### config.mk
export PLATFORM = sky130hd
export DESIGN_NAME = pdi_decoder
export DESIGN_NICKNAME = d
export VERILOG_FILES = /design/src/rtl/pdi_decoder_pkg.sv /design/src/rtl/pdi_decoder_seg_counter.sv /design/src/rtl/pdi_decoder.sv
export SDC_FILE = /design/constraint.sdc
export NUM_CORES = 1
export LEC_CHECK = 0
export CAP_MARGIN = 0
export CELL_PAD_IN_SITES_DETAIL_PLACEMENT = 2
export CELL_PAD_IN_SITES_GLOBAL_PLACEMENT = 2
export CORE_MARGIN = 5
export CORE_UTILIZATION = 24
export DETAILED_ROUTE_END_ITERATION = 10
export PLACE_DENSITY_LB_ADDON = 0.1
export SLEW_MARGIN = 20
export SYNTH_ARGS = -nofsm -noshare
export SYNTH_HDL_FRONTEND = slang
export SYNTH_SLANG_ARGS = --single-unit
### constraint.sdc
create_clock -name clk -period 2.8 [get_ports clk]
set_clock_uncertainty 0.1 [all_clocks]
set_input_delay 0.28 -clock clk [delete_from_list [all_inputs] [get_ports clk]]
set_output_delay 0.28 -clock clk [all_outputs]
set_load 0.01 [all_outputs]
### src/rtl/pdi_decoder_pkg.sv
`default_nettype none
// ============================================================================
// Module      : pdi_decoder_pkg
// Description : Shared constants and helpers for the PDI stream decoder:
//               instruction opcodes, header bit positions, FSM encoding and
//               the instruction-field decode function.
// Revision    : 1.0 - initial release
// ============================================================================
package pdi_decoder_pkg;

    // Instruction opcodes carried in word[31:28]
    localparam logic [3:0] OP_ENC  = 4'h2;
    localparam logic [3:0] OP_DEC  = 4'h3;
    localparam logic [3:0] OP_KEY  = 4'h4;
    localparam logic [3:0] OP_SEED = 4'h5;

    // Instruction / header bit positions
    localparam int OP_MSB       = 31;
    localparam int OP_LSB       = 28;
    localparam int INSTR_KEYBIT = 27;
    localparam int HDR_DT_MSB   = 31;
    localparam int HDR_DT_LSB   = 28;
    localparam int HDR_EOI      = 26;
    localparam int HDR_EOT      = 25;
    localparam int HDR_LAST     = 24;
    localparam int HDR_LEN_MSB  = 15;

    // FSM state encoding
    localparam logic [1:0] S_INSTR = 2'd0;
    localparam logic [1:0] S_HDR   = 2'd1;
    localparam logic [1:0] S_DATA  = 2'd2;

    typedef struct packed {
        logic decrypt;
        logic key_update;
        logic key_only;
        logic seed_update;
    } instr_fields_t;

    function automatic logic op_is_valid(input logic [3:0] op);
        return (op == OP_ENC) || (op == OP_DEC) || (op == OP_KEY) || (op == OP_SEED);
    endfunction

    // The key bit only modifies ENC/DEC; KEY always updates the key alone.
    function automatic instr_fields_t decode_instr(input logic [3:0] op, input logic key_bit);
        instr_fields_t f;
        f = '0;
        case (op)
            OP_ENC:  f.key_update = key_bit;
            OP_DEC:  begin f.decrypt = 1'b1; f.key_update = key_bit; end
            OP_KEY:  begin f.key_update = 1'b1; f.key_only = 1'b1; end
            OP_SEED: f.seed_update = 1'b1;
            default: f = '0;
        endcase
        return f;
    endfunction

endpackage
`default_nettype wire

### src/rtl/pdi_decoder_seg_counter.sv
`default_nettype none
// ============================================================================
// Module      : pdi_seg_counter
// Description : Remaining-segment-length tracker. Holds the byte count still
//               owed by the current segment and derives, for the word about to
//               be accepted, the partial / last-of-segment flags and the
//               MSB-first valid-byte mask.
//   clk, rst   : clock, synchronous active-high reset
//   i_load     : load i_len into the remaining count (header accepted)
//   i_len      : segment length in bytes
//   i_step     : a data word is accepted; subtract min(rem, bytes/word)
//   o_partial  : current word carries fewer than a full word of bytes
//   o_last     : current word is the final word of the segment
//   o_mask     : valid-byte mask for the current word, MSB-first
// Revision    : 1.0 - initial release
// ============================================================================
module pdi_seg_counter #(
    parameter int BUS_SIZE = 32
) (
    input  logic                    clk,
    input  logic                    rst,
    input  logic                    i_load,
    input  logic [15:0]             i_len,
    input  logic                    i_step,
    output logic                    o_partial,
    output logic                    o_last,
    output logic [BUS_SIZE/8-1:0]   o_mask
);

    localparam int         c_bytes_int = BUS_SIZE / 8;
    localparam logic [15:0] c_bytes    = 16'(c_bytes_int);

    logic [15:0] r_rem;
    logic [15:0] w_n;

    always_comb begin
        // n never exceeds rem, so the subtraction below cannot wrap
        w_n       = (r_rem < c_bytes) ? r_rem : c_bytes;
        o_partial = (r_rem < c_bytes);
        o_last    = (r_rem <= c_bytes);
        o_mask    = '0;
        for (int i = 0; i < c_bytes_int; i++) begin
            o_mask[c_bytes_int-1-i] = (16'(i) < w_n);
        end
    end

    always_ff @(posedge clk) begin
        if (rst) begin
            r_rem <= '0;
        end else if (i_load) begin
            r_rem <= i_len;
        end else if (i_step) begin
            r_rem <= r_rem - w_n;
        end
    end

endmodule
`default_nettype wire

### src/rtl/pdi_decoder.sv
`default_nettype none
// ============================================================================
// Module      : pdi_decoder
// Description : PDI input stream parser. Classifies each accepted word as an
//               instruction, segment header or data word, decodes its fields
//               and presents it in a one-entry slot to the mode controller.
//   pdi_data/pdi_valid/pdi_ready          : input word handshake
//   instruction_valid/header_valid/
//   data_in_valid + rdy_*_fetch           : slot handshakes to the controller
//   decrypt/key_update/key_only/seed_update : instruction fields
//   dtype/eoi/eot/length/seg_empty        : header fields
//   data_out/data_in_partial/
//   data_in_last_of_seg/sel_nibble        : data word and byte qualifiers
// Revision    : 1.0 - initial release
// ============================================================================
module pdi_decoder
    import pdi_decoder_pkg::*;
#(
    parameter int BUS_SIZE = 32
) (
    input  logic                  clk,
    input  logic                  rst,
    input  logic [BUS_SIZE-1:0]   pdi_data,
    input  logic                  pdi_valid,
    output logic                  pdi_ready,
    output logic                  instruction_valid,
    output logic                  header_valid,
    output logic                  data_in_valid,
    input  logic                  rdy_instr_fetch,
    input  logic                  rdy_head_fetch,
    input  logic                  rdy_data_fetch,
    output logic                  decrypt,
    output logic                  key_update,
    output logic                  key_only,
    output logic                  seed_update,
    output logic [3:0]            dtype,
    output logic                  eoi,
    output logic                  eot,
    output logic [15:0]           length,
    output logic                  seg_empty,
    output logic [BUS_SIZE-1:0]   data_out,
    output logic                  data_in_partial,
    output logic                  data_in_last_of_seg,
    output logic [BUS_SIZE/8-1:0] sel_nibble
);

    logic [1:0]            r_state;
    logic [1:0]            w_state_nxt;
    logic                  r_instr_valid;
    logic                  r_hdr_valid;
    logic                  r_data_valid;
    instr_fields_t         r_instr;
    logic [3:0]            r_dtype;
    logic                  r_eoi;
    logic                  r_eot;
    logic [15:0]           r_length;
    logic                  r_seg_empty;
    logic                  r_seg_last;
    logic [BUS_SIZE-1:0]   r_data;
    logic                  r_partial;
    logic                  r_last_of_seg;
    logic [BUS_SIZE/8-1:0] r_mask;

    logic                  w_consume;
    logic                  w_accept;
    logic [3:0]            w_op;
    logic [15:0]           w_len;
    logic                  w_cnt_partial;
    logic                  w_cnt_last;
    logic [BUS_SIZE/8-1:0] w_cnt_mask;

    assign w_op  = pdi_data[OP_MSB:OP_LSB];
    assign w_len = pdi_data[HDR_LEN_MSB:0];

    // Only one slot flag is ever set, so at most one term is active.
    assign w_consume = (r_instr_valid & rdy_instr_fetch) |
                       (r_hdr_valid   & rdy_head_fetch)  |
                       (r_data_valid  & rdy_data_fetch);
    assign pdi_ready = ~(r_instr_valid | r_hdr_valid | r_data_valid) | w_consume;
    assign w_accept  = pdi_valid & pdi_ready;

    pdi_seg_counter #(
        .BUS_SIZE (BUS_SIZE)
    ) u_seg_counter (
        .clk       (clk),
        .rst       (rst),
        .i_load    (w_accept && (r_state == S_HDR)),
        .i_len     (w_len),
        .i_step    (w_accept && (r_state == S_DATA)),
        .o_partial (w_cnt_partial),
        .o_last    (w_cnt_last),
        .o_mask    (w_cnt_mask)
    );

    always_comb begin
        w_state_nxt = r_state;
        if (w_accept) begin
            case (r_state)
                S_INSTR: if (op_is_valid(w_op)) w_state_nxt = S_HDR;
                S_HDR: begin
                    if (w_len != 16'd0)             w_state_nxt = S_DATA;
                    else if (pdi_data[HDR_LAST])    w_state_nxt = S_INSTR;
                end
                S_DATA: if (w_cnt_last) w_state_nxt = r_seg_last ? S_INSTR : S_HDR;
                default: w_state_nxt = S_INSTR;
            endcase
        end
    end

    always_ff @(posedge clk) begin
        if (rst) begin
            r_state       <= S_INSTR;
            r_instr_valid <= 1'b0;
            r_hdr_valid   <= 1'b0;
            r_data_valid  <= 1'b0;
            r_instr       <= '0;
            r_dtype       <= '0;
            r_eoi         <= 1'b0;
            r_eot         <= 1'b0;
            r_length      <= '0;
            r_seg_empty   <= 1'b0;
            r_seg_last    <= 1'b0;
            r_data        <= '0;
            r_partial     <= 1'b0;
            r_last_of_seg <= 1'b0;
            r_mask        <= '0;
        end else begin
            r_state <= w_state_nxt;
            if (w_consume) begin
                r_instr_valid <= 1'b0;
                r_hdr_valid   <= 1'b0;
                r_data_valid  <= 1'b0;
            end
            // A new word overrides the consume clear above, so back-to-back
            // traffic keeps the slot full without a bubble.
            if (w_accept) begin
                case (r_state)
                    S_INSTR: begin
                        // Unknown opcodes are swallowed: slot stays empty.
                        if (op_is_valid(w_op)) begin
                            r_instr_valid <= 1'b1;
                            r_instr       <= decode_instr(w_op, pdi_data[INSTR_KEYBIT]);
                        end
                    end
                    S_HDR: begin
                        r_hdr_valid <= 1'b1;
                        r_dtype     <= pdi_data[HDR_DT_MSB:HDR_DT_LSB];
                        r_eoi       <= pdi_data[HDR_EOI];
                        r_eot       <= pdi_data[HDR_EOT];
                        r_seg_last  <= pdi_data[HDR_LAST];
                        r_length    <= w_len;
                        r_seg_empty <= (w_len == 16'd0);
                    end
                    S_DATA: begin
                        r_data_valid  <= 1'b1;
                        r_data        <= pdi_data;
                        r_partial     <= w_cnt_partial;
                        r_last_of_seg <= w_cnt_last;
                        r_mask        <= w_cnt_mask;
                    end
                    default: ;
                endcase
            end
        end
    end

    assign instruction_valid   = r_instr_valid;
    assign header_valid        = r_hdr_valid;
    assign data_in_valid       = r_data_valid;
    assign decrypt             = r_instr.decrypt;
    assign key_update          = r_instr.key_update;
    assign key_only            = r_instr.key_only;
    assign seed_update         = r_instr.seed_update;
    assign dtype               = r_dtype;
    assign eoi                 = r_eoi;
    assign eot                 = r_eot;
    assign length              = r_length;
    assign seg_empty           = r_seg_empty;
    assign data_out            = r_data;
    assign data_in_partial     = r_partial;
    assign data_in_last_of_seg = r_last_of_seg;
    assign sel_nibble          = r_mask;

endmodule
`default_nettype wire

# Word-level counts from Yosys, hierarchy flattened
# Index checks and enable logic that the tools add are counted.
[word_totals] reg_bits=87 latchBits=0 ramBits=0 romBits=0 input_bits=38 mem_count=0
[classes] add_sub_neg=1 n_mul=0 n_div=0 n_lt_le_gt_ge=6 n_eq_ne=9 shift=0 muxes=23 bitwise_logic=10 n_reduce_logical=14
[op_table] cell="$mux 16" n=3
[op_table] cell="$lt 1x16->1 const A" n=2
[op_table] cell="$lt 2x16->1 const A" n=2
[op_table] cell="$le 16x3->1 const B" n=1
[op_table] cell="$logic_not 16->1" n=1
[op_table] cell="$lt 16x3->1 const B" n=1
[op_table] cell="$reduce_bool 16->1" n=1
[op_table] cell="$sub 16x16->16" n=1
[op_table] cell="$mux 1" n=14
[op_table] cell="$eq 4x2->1 const B" n=2
[op_table] cell="$eq 4x3->1 const B" n=2
[op_table] cell="$mux 2" n=4
[op_table] cell="$pmux 2 s3" n=1
[op_table] cell="$or 1x1->1" n=5
[op_table] cell="$and 1x1->1" n=4
[op_table] cell="$ne 2x2->1 const B" n=2
[op_table] cell="$reduce_and 2->1" n=2
[op_table] cell="$reduce_and 4->1" n=1
[op_table] cell="$logic_or 1x1->1" n=3
[op_table] cell="$ne 3x2->1 const B" n=1
[op_table] cell="$reduce_and 3->1" n=1
[op_table] cell="$eq 2x1->1 const B" n=1
[op_table] cell="$eq 2x2->1 const B" n=1
[op_table] cell="$logic_and 1x1->1" n=2
[op_table] cell="5 further kinds" n=5

# Depth between registers and ports, before layout
# Gate-level depths: netlist of the first run.
[depth] ltp_word=8 ltp_mapped=10

# Hierarchy
# Synthesis of the first run repeated with hierarchy kept, for this count alone.
[hier_totals] cells_unflattened=425 area_unflattened_um2=3802.4
[by_module_without_submodules] module="pdi_decoder" instances=1 cells_per_inst=288 area_each_um2=2693.8 seq_area_each_um2=1421.4
[by_module_without_submodules] module="pdi_seg_counter" instances=1 cells_per_inst=137 area_each_um2=1108.6 seq_area_each_um2=320.3

# Worst setup path after synthesis of the first run
# OpenSTA, ideal clock, no wires.
[synth_path] path_kind="reg-to-reg" startpoint="register u_seg_counter.r_rem[2]" endpoint="register u_seg_counter.r_rem[12]" arrival_time_ps=2520 t_required_ps=2626 setup_slack_ps=106 path_stages_with_launch=11 path_buffers=1 period_less_slack_ps=2694 path_cell_list="dfxtp_1 > clkbuf_1 > nor2_1 > nand4_1 > nand2_1 > ha_1 > or2_2 > a21oi_1 > nand4_1 > or3_1 > a31oi_1"
[synth_via] elab_chain_len=5
[synth_lines] element="start, declared" line="pdi_decoder_seg_counter.sv:33" text="logic [15:0] r_rem;"
[synth_lines] element="start signal, assigned" line="pdi_decoder_seg_counter.sv:51" text="r_rem <= i_len;"
[synth_lines] element="start signal, assigned" line="pdi_decoder_seg_counter.sv:53" text="r_rem <= r_rem - w_n;"
[synth_lines] element="$lt 16x3->1" line="pdi_decoder_seg_counter.sv:38" text="w_n = (r_rem < c_bytes) ? r_rem : c_bytes;"
[synth_lines] element="$mux 16" line="pdi_decoder_seg_counter.sv:38"
[synth_lines] element="$sub 16x16->16 (*)" line="pdi_decoder_seg_counter.sv:53"
[synth_lines] element="$mux 16 (*)" line="pdi_decoder_seg_counter.sv:52" text="end else if (i_step) begin"
[synth_lines] element="$mux 16 (*)" line="pdi_decoder_seg_counter.sv:50" text="end else if (i_load) begin"
# Mark *: on every way between the ends. The rest lies on a longest branch, timed or not. The select of a mux whose other input is x is not followed.
# A chain may end at the register's enable or synchronous reset.

# Final worst setup path of the first run
[layout_path] startpoint="register u_seg_counter.r_rem[3]" endpoint="register u_seg_counter.r_rem[10]"
# The elaborated chain is that of the path after synthesis.

==> results of run 1 <==
## metrics by stage
| stage | setup slack [ps] | area [um2] | utilization, % | power (mW) | std cells |
|---|---|---|---|---|---|
| after global routing | 33.7 | 5290 | 35.2 | 3.04 | 757 |
| after floorplan | 106 | 3630 | - | 1.49 | 459 |
| final | 247 | 5290 | 35.2 | 2.91 | 757 |
| after CTS | 162 | 5280 | 35.1 | 2.96 | 757 |
| after global placement | 318 | 4970 | 33.1 | 1.67 | 741 |
| after detailed placement | 176 | 4970 | 33.1 | 1.68 | 741 |
## final timing paths
check,depth (start not counted),endpoint
worst max-delay path,9,u_seg_counter.r_rem[10]
worst min register to register,2,length[5]
worst min-delay path,2,length[5]
worst max register to register,9,u_seg_counter.r_rem[10]
## power by group
group / internal, mW / switching [mW] / total (mW)
logic: 0.164 / 0.200 / 0.365
registers: 1.26 / 0.0244 / 1.29
clock network: 0.720 / 0.537 / 1.26
## state kept, by name (all words and copies together) (netlist names)
signal               cells
header_valid             1
r_seg_last               1
seed_update              1
key_only                 1
decrypt                  1
instruction_valid        1
data_in_valid            1
seg_empty                1
data_in_last_of_seg      1
eoi                      1
eot                      1
u_seg_counter.r_rem     16
data_out                32
key_update               1
sel_nibble               4
data_in_partial          1
r_state                  2
dtype                    4
length                  16
## layout by cell type (no fill, tap or decap), types with 2 or more instances in the layout
cell type,netlist,routed
nand2_1,123,123
clkdlybuf4s50_1,0,105
dfxtp_1,87,87
a21oi_1,74,73
buf_4,0,20
nor2_1,19,19
o21ai_0,16,16
a31oi_1,12,12
nor3_1,11,11
nand3_1,9,9
clkbuf_16,0,9
nor4_1,7,7
nand4_1,7,7
or3_1,5,5
nand2b_1,3,3
inv_1,3,3
or4_1,3,3
mux2i_1,3,3
clkinvlp_4,0,3
nor4_2,2,2
a211oi_1,2,2
xor2_1,2,2
o31ai_1,3,2
nor2b_1,3,2
a22oi_1,2,2
a41oi_1,2,2
and2_1,2,2
a31o_2,2,2
clkinv_4,0,2
## metal layers
layer	up-vias	GRT usage [%]	routed length [um]
met5	-	0	0
met4	0	4.50	137
met3	10	4.41	653
met2	64	27.4	6710
met1	1793	19.1	6210
li1	1809	-	-
## logic make-up (layout without fill, tap and decap cells)
family	after synthesis	in the layout	synth area share (%)
DFF	87	87	48.0
adders and majority gates	1	1	0.345
and+or+nand+nor	205	205	26.0
muxes	3	3	0.828
xor gates and xnor gates	2	2	0.483
other	1	1	0.103
buffers and inverters	36	146	3.97
AOI/OAI and AO/OA	124	124	20.3
## critical path, cell delays in order, from the launching register on
cell	delay, ps
dfxtp_1	520
nor2_1	180
nand4_1	140
nand2_1	60
ha_1	260
buf_4	160
a2111oi_4	390
o21ai_0	230
a32oi_1	260
a21oi_1	90
## final cells by class
cell class	count	area [um2]	share of cell area [%]
clock inverters	6	70.1	1.33
inverters	3	11.3	0.213
multi-input cells	336	1760	33.3
clock buffers	10	239	4.52
flip-flops and latches	87	1740	33.0
repair buffers	127	1230	23.2
well taps	188	235	4.45
==> impl_metrics.yaml, run 1 <==
detailed_routing:
  drt-initial-drc-count: 131
  via_count: 3676
  drtAntennaViolNets: 0
  firstDrtPassIters: 4
  post-route-drc-count: 0
  via_per_inst: 4.86
  wirelength_mm: 13.7
  wl_per_cell_um: 18.1
place:
  hpwl_mm: 9.96
  place_congestion: 0.807
  numPortBuffers: 106
die:
  dieArea_um2: 17700
  rows: 45
  core-area_um2: 15000
  initial_utilization_pct: 24.1
  die_h_um: 133
  die_w_um: 133
  io_pins: 107
yosys:
  yosysMostFrequentCell: "nand2_1"
  synth.top_cell.area_share_pct: 48.0
  postSynthAreaPerCell_um2: 7.90
  synthDistinctLibCells: 50
  seq_area_frac_synth_pct: 48.0
  synthArstFlopShare_pct: 0
  synth-edff-count: 0
  synth_common_cells: "nand2_1 (123), dfxtp_1 (87), a21oi_1 (74)"
  syn_inst: 459
  synth_area_leaders: "dfxtp_1 (48%), nand2_1 (13%), a21oi_1 (10%)"
  ys_ff_latch: 87
  synth_ff_type: "dfxtp_1"
  postSynthNetCount: 498
  syn_area_um2: 3630
  yosysWarnings: 0
  synth.largest_area_cell: "dfxtp_1"
min_path:
  min_path_type: "reg -> reg"
  hp-start: "length[5]"
timing:
  max_freq_ghz: 0.392
  tightest_slew_ps: 890
  relSlewSlack_pct: 40.6
  final_hold_viol_count: 0
  setup_tns_ps: 0
  finalMaxSlewViolations: 0
  rsz0062_at_grt: "no"
  whs_ps: 359
  setup_violations: 0
  period_minus_slack_ps: 2550
  post-route-period-util_pct: 91.2
layout:
  fillCellCount: 1690
  nets: 603
  diodes: 0
  syn2layout_area_growth_pct: 45.8
  drive_gt1_share_pct: 9.14
global_route:
  grt_overflow: 0
  grtUsageTotal_pct: 15.8
  grt_pass1_wl_mm: 22.3
  grt_max_degree: 46
  antenna_found_initial: 0
  first_global_vias: 4137
cts:
  hold_buffers: 0
  tritoncts: "done"
  cts.path.max_buffers: 2
  worstSkewPairLatency_ps: 340
  htreeDepth: 3
  cts_sinks: 87
  ctsResizeCount: 0
  cts_buffers: 9
  root_buffer: "clkbuf_16"
  post-cts-setup-buffer-count: 0
  clkTransAtPathRegs_ps: 70
critical_path:
  reg2reg_slack_ps: 250
  startpoint_type: "flip-flop"
  crit_required_ps: 2890
  crit_arrival_ps: 2640
  startpoint: "u_seg_counter.r_rem[3]"
  crit_path_max_fanout: 7
  crit_type: "reg -> reg"
  critPathCaptureType: "flip-flop"
  r2r_start: "u_seg_counter.r_rem[3]"
power_and_ir_drop:
  p_leak_nw: 1.74
  vdd_drop_max_uv: 256
  p_per_area_nw_per_um2: 550
run:
  drv_cap: 0
run_status:
  outcome: "finished clean"
(Power assumes the default switching activity.)
==> inputs of run 2 (changes only) <==
CAP_MARGIN = not set   (was 0)
==> results of run 2 <==
No change in the layout: final DEF, timing and power equal those of run 1.
